[config.mk]
export PLATFORM = sky130hd
export DESIGN_NAME = cfu_cmd_issuer
export DESIGN_NICKNAME = d
export VERILOG_FILES = /design/src/rtl/cfu_issuer_pkg.sv /design/src/rtl/cfu_issuer_fifo.sv /design/src/rtl/cfu_cmd_issuer.sv
export SDC_FILE = /design/constraint.sdc
export NUM_CORES = 1
export LEC_CHECK = 0
export BUFFER_PORTS_ARGS = -buffer_cell sky130_fd_sc_hd__buf_2
export CAP_MARGIN = 15
export CORE_ASPECT_RATIO = 1.5
export CORE_UTILIZATION = 54
export DETAILED_ROUTE_END_ITERATION = 12
export PLACE_DENSITY = 0.85
export SYNTH_ARGS = -nofsm -noshare
export SYNTH_HDL_FRONTEND = slang
export SYNTH_SLANG_ARGS = --single-unit
[constraint.sdc]
create_clock -name clk -period 6.4 [get_ports clk]
set_input_delay 0.64 -clock clk [delete_from_list [all_inputs] [get_ports clk]]
set_output_delay 0.64 -clock clk [all_outputs]
set_load 0.01 [all_outputs]
[src/rtl/cfu_issuer_pkg.sv]
// cfu_issuer_pkg: shared types and constants for the CFU command issuer.
package cfu_issuer_pkg;
  typedef enum logic [1:0] {IDLE, ISSUE, WAIT_RSP} state_t;
  typedef struct packed {
    logic [9:0]  fid;
    logic [31:0] in0;
    logic [31:0] in1;
  } cfu_cmd_t;
  typedef struct packed {
    logic        err;
    logic [31:0] data;
  } cfu_rsp_t;
  localparam logic [31:0] TIMEOUT_DATA = 32'hDEAD_BEEF;
endpackage

[src/rtl/cfu_issuer_fifo.sv]
// cfu_issuer_fifo: synchronous FIFO with a type parameter and active-low sync reset.
module cfu_issuer_fifo #(
  parameter type T = logic [31:0],
  parameter int DEPTH = 8
) (
  input  logic clk,
  input  logic reset,
  input  logic push,
  input  T     din,
  input  logic pop,
  output T     dout,
  output logic full,
  output logic empty
);
  localparam int AW = $clog2(DEPTH);
  logic [AW:0] wr_q, wr_d, rd_q, rd_d;
  logic do_push, do_pop;
  T mem_q [DEPTH];
  assign empty = wr_q == rd_q;
  assign full = (wr_q[AW] != rd_q[AW]) && (wr_q[AW-1:0] == rd_q[AW-1:0]);
  // a pop frees the slot in the same cycle, so push-on-full succeeds alongside it
  assign do_pop = pop & !empty;
  assign do_push = push & (!full | do_pop);
  assign dout = mem_q[rd_q[AW-1:0]];
  always_comb begin
    wr_d = do_push ? wr_q + 1'b1 : wr_q;
    rd_d = do_pop ? rd_q + 1'b1 : rd_q;
  end
  always_ff @(posedge clk) begin
    if (!reset) begin
      wr_q <= '0;
      rd_q <= '0;
    end else begin
      wr_q <= wr_d;
      rd_q <= rd_d;
    end
  end
  always_ff @(posedge clk) begin
    if (do_push) mem_q[wr_q[AW-1:0]] <= din;
  end
endmodule

[src/rtl/cfu_cmd_issuer.sv]
// cfu_cmd_issuer: queues stream commands, issues them one at a time to a Cfu, queues results.
// Define CFU_ISSUER_PERF_EN to add the perf_issued / perf_wait_cycles counters.
module cfu_cmd_issuer
  import cfu_issuer_pkg::*;
#(
  parameter int CMD_DEPTH = 8,
  parameter int RSP_DEPTH = 8,
  parameter int TIMEOUT_CYCLES = 1024
) (
  input  logic        clk,
  input  logic        reset,
  input  logic        in_valid,
  output logic        in_ready,
  input  logic [9:0]  in_function_id,
  input  logic [31:0] in_inputs_0,
  input  logic [31:0] in_inputs_1,
  output logic        cmd_valid,
  input  logic        cmd_ready,
  output logic [9:0]  cmd_payload_function_id,
  output logic [31:0] cmd_payload_inputs_0,
  output logic [31:0] cmd_payload_inputs_1,
  input  logic        rsp_valid,
  output logic        rsp_ready,
  input  logic [31:0] rsp_payload_outputs_0,
  output logic        out_valid,
  input  logic        out_ready,
  output logic [31:0] out_data,
  output logic        out_error,
  output logic        busy,
  output logic [7:0]  dropped
`ifdef CFU_ISSUER_PERF_EN
  ,
  output logic [31:0] perf_issued,
  output logic [31:0] perf_wait_cycles
`endif
);
  localparam int TW = $clog2(TIMEOUT_CYCLES);
  state_t state_q, state_d;
  cfu_cmd_t cmd_q, cmd_d, cmd_in, cmd_head;
  cfu_rsp_t rsp_in, rsp_head;
  logic [TW-1:0] timer_q, timer_d;
  logic [7:0] dropped_q, dropped_d;
  logic cmd_full, cmd_empty, cmd_pop, rsp_full, rsp_empty, rsp_push;
  assign cmd_in = '{fid: in_function_id, in0: in_inputs_0, in1: in_inputs_1};
  assign in_ready = reset & !cmd_full;
  assign rsp_ready = reset;
  assign cmd_valid = state_q == ISSUE;
  assign cmd_payload_function_id = cmd_q.fid;
  assign cmd_payload_inputs_0 = cmd_q.in0;
  assign cmd_payload_inputs_1 = cmd_q.in1;
  assign out_valid = !rsp_empty;
  assign out_data = out_valid ? rsp_head.data : '0;
  assign out_error = out_valid & rsp_head.err;
  assign busy = (state_q != IDLE) | !cmd_empty;
  assign dropped = dropped_q;
  cfu_issuer_fifo #(.T(cfu_cmd_t), .DEPTH(CMD_DEPTH)) u_cmd_fifo (
    .clk(clk), .reset(reset), .push(in_valid & in_ready), .din(cmd_in),
    .pop(cmd_pop), .dout(cmd_head), .full(cmd_full), .empty(cmd_empty)
  );
  cfu_issuer_fifo #(.T(cfu_rsp_t), .DEPTH(RSP_DEPTH)) u_rsp_fifo (
    .clk(clk), .reset(reset), .push(rsp_push), .din(rsp_in),
    .pop(out_valid & out_ready), .dout(rsp_head), .full(rsp_full), .empty(rsp_empty)
  );
  // only one command is ever outstanding, so a non-full rsp FIFO in IDLE reserves its slot
  always_comb begin
    state_d = state_q;
    cmd_d = cmd_q;
    timer_d = timer_q;
    cmd_pop = 1'b0;
    rsp_push = 1'b0;
    rsp_in = '{err: 1'b0, data: rsp_payload_outputs_0};
    dropped_d = (rsp_valid && state_q != WAIT_RSP && dropped_q != 8'hFF) ? dropped_q + 8'd1 : dropped_q;
    case (state_q)
      IDLE: if (!cmd_empty && !rsp_full) begin
        cmd_pop = 1'b1;
        cmd_d = cmd_head;
        state_d = ISSUE;
      end
      ISSUE: if (cmd_ready) begin
        state_d = WAIT_RSP;
        timer_d = '0;
      end
      WAIT_RSP: begin
        timer_d = timer_q + 1'b1;
        if (rsp_valid) begin
          rsp_push = 1'b1;
          state_d = IDLE;
        end else if (timer_q == TW'(TIMEOUT_CYCLES - 1)) begin
          rsp_push = 1'b1;
          rsp_in = '{err: 1'b1, data: TIMEOUT_DATA};
          state_d = IDLE;
        end
      end
      default: state_d = IDLE;
    endcase
  end
  always_ff @(posedge clk) begin
    if (!reset) begin
      state_q <= IDLE;
      cmd_q <= '0;
      timer_q <= '0;
      dropped_q <= '0;
    end else begin
      state_q <= state_d;
      cmd_q <= cmd_d;
      timer_q <= timer_d;
      dropped_q <= dropped_d;
    end
  end
`ifdef CFU_ISSUER_PERF_EN
  logic [31:0] perf_issued_q, perf_issued_d, perf_wait_q, perf_wait_d;
  always_comb begin
    perf_issued_d = (cmd_valid && cmd_ready) ? perf_issued_q + 32'd1 : perf_issued_q;
    perf_wait_d = (state_q != IDLE) ? perf_wait_q + 32'd1 : perf_wait_q;
  end
  always_ff @(posedge clk) begin
    if (!reset) begin
      perf_issued_q <= '0;
      perf_wait_q <= '0;
    end else begin
      perf_issued_q <= perf_issued_d;
      perf_wait_q <= perf_wait_d;
    end
  end
  assign perf_issued = perf_issued_q;
  assign perf_wait_cycles = perf_wait_q;
`endif
endmodule
# Word-level counts from Yosys, hierarchy flattened
# Memories as Yosys holds them, arrays and structs flattened. A register that Yosys moved wholly into a read port is not among the register bits.
# Index checks and enable logic that the tools add are counted.
# word_totals
register_bits,36
ramBits,856
out_inout_bits,120
elab_cells,78
latchBits,0
mem_bits_ro,0
n_memories,2
# classes
addsub,6
magnitude_cmp,0
n_bitwise,11
mux,22
mul,0
div_mod_pow,0
shifts,0
n_eq_ne,14
reduce_logical,16
# mem_list
name,words,width,rd,rd_ports_with_merged_regs,wr,line,text
u_cmd_fifo.mem_q,8,74,1,1,1,cfu_issuer_fifo.sv:18,T mem_q [DEPTH];
u_rsp_fifo.mem_q,8,33,1,1,1,cfu_issuer_fifo.sv:18,
# ops
cell,count
two-way mux 33 bit,3
two-way mux 32 bit,1
case mux 10 bit (2 select lines),1
"adder 4 x 1 -> 4 bit, second input constant",4
"adder 10 x 1 -> 10 bit, second input constant",1
"equality test 10 bit, second input constant",1
two-way mux 10 bit,1
two-way mux 1 bit,9
"adder 8 x 1 -> 8 bit, second input constant",1
bitwise AND 1 bit,8
equality test 4 bit,2
two-way mux 2 bit,4
"inequality test 8 bit, second input constant",1
equality test 3 bit,2
two-way mux 3 bit,2
case mux 2 bit (3 select lines),1
logical AND 1 bit,5
zero test 1 bit,5
"inequality test 2 bit, second input constant",2
AND reduction 2 bit,2
nonzero test 2 bit,2
"inequality test 3 bit, second input constant",1
OR 1 bit,3
AND reduction 3 bit,1
other kinds (5),6

# Logic depth before layout (Yosys ltp)
# Gate-level depths: netlist (run 1).
# logic_depth
ltp_word,11
mapped_depth,9
mapped_depth_nobuf,6

# Modules after synthesis
# A second synthesis (run 1) with hierarchy kept.
# hier_totals
hier_cells,1899
hier_area_um2,37259.5
# by_module_without_submodules
mod,area_per_inst_um2,seq_area_each_um2,n_inst,cells_each
cfu_issuer_fifo (u_cmd_fifo),22789.4,17997.3,1,926
cfu_issuer_fifo (u_rsp_fifo),10485.1,8147.8,1,452
cfu_cmd_issuer,3985.1,1881.8,1,521

# Least setup slack after synthesis (run 1)
# OpenSTA, ideal clock, no wires.
# synth_timing
path_kind,input-to-reg
start,in reset
end,"mem u_cmd_fifo.mem_q[0][0] in the netlist's numbering, enable pin"
required_time_ns,5.802
slack_ns,-0.582
arrival_time_ns,6.385
stages,5
path_buffers,0
cell_sequence,inv_1 -> a41oi_1 -> and2_1 -> nand2b_1 -> nor3_1
# synth_via
elab_chain_len,5
# synth_rtl
item,line,text
start: declaration,cfu_cmd_issuer.sv:11,"input logic reset,"
bitwise AND 1 bit,cfu_cmd_issuer.sv:45,assign in_ready = reset & !cmd_full;
named net in_ready,cfu_cmd_issuer.sv:13,"output logic in_ready,"
bitwise AND 1 bit,cfu_cmd_issuer.sv:57,".clk(clk), .reset(reset), .push(in_valid & in_ready), .din(cmd_in),"
bitwise AND 1 bit,cfu_issuer_fifo.sv:23,assign do_push = push & (!full | do_pop);
two-way mux 1 bit,cfu_issuer_fifo.sv:39,if (do_push) mem_q[wr_q[AW-1:0]] <= din;
two-way mux 1 bit (not written as such),cfu_issuer_fifo.sv:39,
end: declaration,cfu_issuer_fifo.sv:18,
# The timed path passes the listed nets, and every way through them passes these cells.

# Worst setup path after layout (run 1)
# layout_timing
start,reg u_cmd_fifo.rd_q[1]
end,"mem u_cmd_fifo.mem_q[0][16] in the netlist's numbering, enable pin"
# layout_via
elab_chain_len,10
# layout_rtl
item,line,text
start: declaration,cfu_issuer_fifo.sv:16,"logic [AW:0] wr_q, wr_d, rd_q, rd_d;"
start signal: assignment,cfu_issuer_fifo.sv:35,rd_q <= rd_d;
equality test 4 bit,cfu_issuer_fifo.sv:19,assign empty = wr_q == rd_q;
zero test 1 bit,"cfu_issuer_fifo.sv:22, cfu_cmd_issuer.sv:74",
logical AND 1 bit,cfu_cmd_issuer.sv:74,IDLE: if (!cmd_empty && !rsp_full) begin
two-way mux 1 bit,cfu_cmd_issuer.sv:74,
two-way mux 1 bit,cfu_cmd_issuer.sv:73,case (state_q)
bitwise AND 1 bit,cfu_issuer_fifo.sv:22,assign do_pop = pop & !empty;
OR 1 bit,cfu_issuer_fifo.sv:23,
bitwise AND 1 bit *,cfu_issuer_fifo.sv:23,
two-way mux 1 bit *,cfu_issuer_fifo.sv:39,
two-way mux 1 bit (not written as such) *,cfu_issuer_fifo.sv:39,
# Mark *: on every way between the ends. The rest lies on a longest branch, timed or not.

==> results of run 1 <==
-- metal layers --
metal  wire [um]  part of all wire [%]  GRT usage (%)  vias up
met3        7240                   8.7           4.56      201
met2       45200                    54           43.8     1254
met4        2680                   3.2           10.6       14
met1       28400                    34           28.4     9605
met5          96                  0.11              0        -
li1            -                     -              -     7783
-- through the flow --
stage	util (%)	area (um2)
2_1_floorplan	-	36700
3_3_place_gp	58.1	38900
3_5_place_dp	58.2	38900
4_1_cts	62.5	41800
5_1_grt	62.6	41900
6_report	62.6	41900
-- worst reg2reg max path: stages (launching register included) --
cell,delay (ns)
dfxtp_4,1.02
xnor2_1,0.22
a41oi_1,0.36
and2_1,0.26
nand2b_1,0.28
nor3_4,0.91
buf_4,0.62
-- cells by family after synthesis --
logic type	Yosys count
DFF	969
muxes	327
and+or+nand+nor	257
AOI/OAI and AO/OA	111
buffers and inverters	109
xor gates and xnor gates	19
adders and majority gates	6
-- final cells by class --
cell class / count / area (um2) / area share, %
Tap cell: 885 / 1110 / 2.64
Multi-Input combinational cell: 720 / 8320 / 19.9
Sequential cell: 969 / 28000 / 66.8
Antenna cell: 8 / 20.0 / 0.0478
Clock inverter: 37 / 538 / 1.28
Timing Repair Buffer: 266 / 1540 / 3.69
Clock buffer: 117 / 2340 / 5.59
Inverter: 7 / 28.8 / 0.0687
-- registers in the layout, summed over array words and instances, names as in the netlist, 8 cells and up, named ones only --
name / flops
cmd_payload_function_id: 10
cmd_payload_inputs_0: 32
cmd_payload_inputs_1: 32
dropped: 8
timer_q: 10
u_cmd_fifo.mem_q: 592
u_rsp_fifo.mem_q: 264
-- worst max path at each step --
stage                              endpoint  slack [ns]  cells past startpoint
floorplan            u_cmd_fifo.mem_q[2][0]        1.40                      5
global placement    u_cmd_fifo.mem_q[2][10]        2.42                      6
CTS                 u_cmd_fifo.mem_q[0][69]        2.32                      6
detailed placement  u_cmd_fifo.mem_q[0][25]        2.35                      6
global route        u_cmd_fifo.mem_q[0][30]        2.16                      6
finish              u_cmd_fifo.mem_q[0][16]        2.36                      6
-- power groups by stage --
stage	Clock (uW)	Combinational [uW]	Sequential (uW)
floorplan	0	1640	7610
global placement	0	2290	7630
detailed placement	0	2390	7650
CTS	5350	2480	7550
global route	5570	2610	7590
finish	5290	2460	7550
-- synth_stat cells (2+ instances only) --
cell type  count  area share (%)
o211ai_1       2           0.041
xnor2_1       12            0.29
o21a_1         2           0.041
mux4_2       214              13
ha_1           6            0.20
nor2b_1       11            0.19
buf_1          9           0.092
or3_1          3           0.051
or2_2         25            0.43
buf_2         39            0.53
and2_1         3           0.051
inv_1          7           0.072
a21oi_1       15            0.20
buf_6          3           0.092
and3_1         4           0.068
a211oi_2      10            0.34
o21ai_0        8            0.11
nor3_1         8            0.11
dfxtp_1      113             6.2
mux2i_1      113             3.1
buf_4         11            0.22
nor2_1       142             1.5
nand3_1       14            0.19
nand4_1        3           0.051
xor2_1         7            0.17
a311oi_1       2           0.048
o31ai_1        2           0.041
nand2_1       28            0.29
a211oi_1      64             1.3
edfxtp_1     856              70
nand2b_1       9            0.15
clkbuf_1      39            0.40
==> results.json, run 1 <==
{
  "seqPwrFrac_pct": 49.3,
  "crit_buf_inv": 1,
  "min_period_ns": 4.04,
  "ys_ff_latch": 969,
  "drc_errors": 0,
  "crit_slowest_cell": "dfxtp_4",
  "skew_ns": 0.0310,
  "drive_gt1_share_pct": 31.5,
  "post_cts_buffers": 0,
  "worstHoldPathCells": 1,
  "ys.warnings.count": 0,
  "power_frac_clock_pct": 34.6,
  "cp_cell_sequence": "xnor2_1 > a41oi_1 > and2_1 > nand2b_1 > nor3_4 > buf_4",
  "cts_resized": 0,
  "vias": 18900,
  "fin_cells": 3009,
  "cts_tree": "built",
  "hpwl_um": 44600,
  "n_fill_cell": 4216,
  "r2r_cells": 6,
  "layout_commonest_cell": "edfxtp_1",
  "pre_cts_ws_ns": 2.35,
  "critical-path-top-delay-family": "simple AND/OR/NAND/NOR gates",
  "cts_buffers": 84,
  "total_power_uw": 15300,
  "worst_pin_slew_ns": 1.21,
  "cp_max_fo": 49,
  "antenna_found_initial": 12,
  "root_buffer": "clkbuf_16",
  "design.core.area_um2": 66900,
  "finalSetupViolCount": 0,
  "dp.cells": 2844,
  "max-slew-margin-rel_pct": 19.4,
  "switching_share_pct": 26.4,
  "final-max-slew-violation-count": 0,
  "leakagePower_uw": 0.0134,
  "drtIter0Drc": 2240,
  "whs_endpoint": "u_cmd_fifo.mem_q[5][53]",
  "grt_max_degree": 153,
  "drt-vias-per-instance": 6.27,
  "num_rows": 116,
  "r2r-end": "u_cmd_fifo.mem_q[0][16]",
  "io_buffer_count": 231,
  "r2r_start": "u_cmd_fifo.rd_q[1]",
  "htreeDepth": 3,
  "initial_utilization_pct": 54.9,
  "muxShareOfSynthArea_pct": 16.2,
  "netlist_area_um2": 36700,
  "cp-end-kind": "flop",
  "yosys_most_used_dff": "edfxtp_1",
  "ant_nets": 0,
  "yosys.area_share.simple_pct": 3.25,
  "die_w_um": 215,
  "yosysSeqAreaShare_pct": 76.2,
  "fin_nets": 2166,
  "vdd_drop_max_v": 0.000399,
  "worstSetupPathType": "flop to flop",
  "max_freq_ghz": 0.247,
  "grtUsageTotal_pct": 24.3,
  "crit_required_ns": 6.68,
  "intPower_uw": 11300,
  "reg2reg_slack_ns": 2.36,
  "final_cell_mix": "edfxtp_1, buf_2, mux4_2",
  "clock_sinks": 969,
  "combPwrFrac_pct": 16.1,
  "power.switching_uw": 4040,
  "start_kind": "flop",
  "synth_top_family_by_area": "multiplexers",
  "synth_cell_type_count": 46,
  "cap_viol_max_count": 0,
  "grt_pass1_vias": 19700,
  "gr-total-overflow": 0,
  "hold_ws_ns": 0.254,
  "startpoint": "u_cmd_fifo.rd_q[1]",
  "synth_edf_count": 856,
  "setup_tns_ns": 0,
  "io_pins": 232,
  "avgRoutedWirePerCell_um": 27.8,
  "hold_class": "input port to flop",
  "synth_xor_area_share_pct": 0.453,
  "synth-adder-area-share_pct": 0.204,
  "synth_cells": 1798,
  "grt_pass1_wl_um": 123000,
  "synth_compound_area_share_pct": 2.27,
  "drt_wl_total_um": 83600,
  "power.density_nw_per_um2": 365,
  "status": "finished clean",
  "cp_data_arrival_time_ns": 4.32,
  "fp.dieH_um": 321,
  "rsz0062_at_grt": "false",
  "async_reset_ff_share_pct": 0,
  "clock_path_buffers": 3,
  "period_share_pct": 63.2,
  "clock_latency_ns": 0.66,
  "syn_to_final_growth_pct": 14.1,
  "setup_ws_ns": 2.36,
  "min-delay-start": "in_inputs_0[21]",
  "syn_avg_cell_area_um2": 20.4,
  "clkTransAtPathRegs_ns": 0.07,
  "hold_viol": 0,
  "dieArea_um2": 69000,
  "postCtsHoldBufs": 0,
  "first_pass_iters": 5,
  "synth_nets": 1916,
  "max_stage_delay_ns": 1.02,
  "place_congestion": 0.752
}
Note: power is estimated with default switching activity, not from simulation.
==> run 2, diff against run 1 <==
clock period = 3.53 ns   (was 6.4 ns; I/O delays follow)
==> run 2 against run 1 <==
  * Global-route usage is 1.3 points higher
  * Count of clock-buffer cells in the layout is 11 lower
  * Total power is 83% higher
  * Die area stayed put
  * Non-clock buffer count is 84 higher
  * Flip-flop and latch count stayed put
  * Clock power is 81% higher
  * Sequential share of layout area is 1.6 points lower
  * Worst setup slack worse by 1.7 ns
==> results.json, run 2 (synthesis gave the netlist of run 1 again) <==
{
  "status": "finished clean",
  "fp.dieH_um": 321,
  "avgRoutedWirePerCell_um": 28.4,
  "ant_nets": 0,
  "min_period_ns": 2.92,
  "final_util_pct": 64.1,
  "grt_max_degree": 151,
  "antenna_found_initial": 5,
  "layout_commonest_cell": "edfxtp_1",
  "initial_utilization_pct": 54.9,
  "clkTransAtPathRegs_ns": 0.06,
  "final-max-slew-violation-count": 0,
  "hold_ws_ns": 0.0621,
  "vdd_drop_max_v": 0.000579,
  "start_kind": "flop",
  "max_stage_delay_ns": 0.73,
  "grt_pass1_vias": 20400,
  "root_buffer": "clkbuf_16",
  "io_buffer_count": 231,
  "design.core.area_um2": 66900,
  "finalSetupViolCount": 0,
  "io_pins": 232,
  "crit_slowest_cell": "dfxtp_2",
  "worst_pin_slew_ns": 0.986,
  "hpwl_um": 43900,
  "gr-total-overflow": 0,
  "largest_reg_flops": 592,
  "rsz0062_at_grt": "false",
  "leakagePower_uw": 0.0138,
  "die_w_um": 215,
  "cp_cell_sequence": "buf_4 > mux4_2 > mux2i_1 > nor2_1 > buf_2",
  "hold_class": "input port to flop",
  "cap_viol_max_count": 0,
  "grtUsageTotal_pct": 25.6,
  "max_freq_ghz": 0.343,
  "clock_sinks": 969,
  "grt_pass1_wl_um": 130000,
  "skew_ns": 0.0521,
  "place_congestion": 0.782,
  "cp_data_arrival_time_ns": 2.56,
  "hold_viol": 0,
  "vias": 19400,
  "cp-end-kind": "output pin",
  "syn_to_final_growth_pct": 16.9,
  "num_rows": 116,
  "clock_path_buffers": 3,
  "cts_buffers": 84,
  "htreeDepth": 3,
  "period_share_pct": 82.6,
  "cts_tree": "built",
  "drt-vias-per-instance": 6.28,
  "first_pass_iters": 7,
  "drive_gt1_share_pct": 31.2,
  "clock_latency_ns": 0.67,
  "setup_tns_ns": 0,
  "power.density_nw_per_um2": 653,
  "crit_required_ns": 3.18,
  "dieArea_um2": 69000,
  "cp_max_fo": 22,
  "drt_wl_total_um": 87900,
  "drtIter0Drc": 2166,
  "max-slew-margin-rel_pct": 34.3,
  "worstSetupPathType": "flop to output pin",
  "final_cell_mix": "edfxtp_1, buf_2, mux4_2",
  "fin_nets": 2250,
  "drc_errors": 0
}
## run 2: cell types whose count changed in the layout (fill, tap and decap cells not counted), moves of 3 or more
cell           before  now
buf_4              27   22
clkinv_1            5   12
clkbuf_8            5   10
clkbuf_1           25   12
diode_2             8    2
clkinv_2            9   15
buf_12              3   22
dlygate4sd3_1       0   75
buf_16              4    0
clkinv_16           2    5
clkbuf_16          87   84
## run 2: metrics by stage
| step | total power, uW | instances | instance area (um2) | setup slack [ns] |
|---|---|---|---|---|
| final | 28000 | 3091 | 42900 | 0.614 |
| after global routing | 28900 | 3091 | 42900 | 0.448 |
| after CTS | 28000 | 3089 | 42900 | 0.532 |
| after detailed placement | 18300 | 2856 | 39200 | 0.799 |
| after global placement | 18100 | 2856 | 39200 | 0.895 |
| after floorplan | 16800 | 1798 | 36800 | 0.0113 |
## run 2: where the power goes
part / internal [uW] / leakage, uW / switching, uW
combinational: 2000 / 0.00378 / 2910
sequential: 13100 / 0.00866 / 430
clock: 5280 / 0.00141 / 4310
## run 2: final cells by class
class | instances | area, um2
Timing Repair Buffer | 350 | 2510
Sequential cell | 969 | 28000
Fill cell | 4059 | 24000
Antenna cell | 2 | 5.00
Inverter | 7 | 28.8
Clock buffer | 106 | 2280
Clock inverter | 52 | 628
Multi-Input combinational cell | 720 | 8350
Tap cell | 885 | 1110
## run 2: path summary, 6_finish.rpt
| kind | endpoint | cells past startpoint | startpoint | slack [ns] |
|---|---|---|---|---|
| max reg2reg | u_rsp_fifo.mem_q[4][6] | 7 | timer_q[0] | 0.77 |
| max | out_data[15] | 5 | flop | 0.61 |
| min | flop | 3 | out_ready | 0.06 |
| min reg2reg | timer_q[4] | 1 | timer_q[4] | 0.48 |
## run 2: timing repair
action / in CTS / in global routing
gates resized for setup: 0 / 0
hold endpoints to repair: 586 / 0
setup buffers: 0 / 0
hold buffers: 75 / 0
## run 2: worst max-delay path, delay by kind of cell (launching register included)
family | cells | cell delay [ns]
buf+inv | 2 | 0.54
flops | 1 | 0.73
mux | 2 | 0.56
simple gates | 1 | 0.07
## run 2: routing by layer
metal / GRT usage, % / vias to the layer above / part of all wire [%]
met4: 10.8 / 6 / 3.7
li1: - / 7953 / -
met5: 0 / - / 0.042
met1: 30.1 / 9832 / 33
met2: 45.4 / 1376 / 53
met3: 5.69 / 231 / 9.5
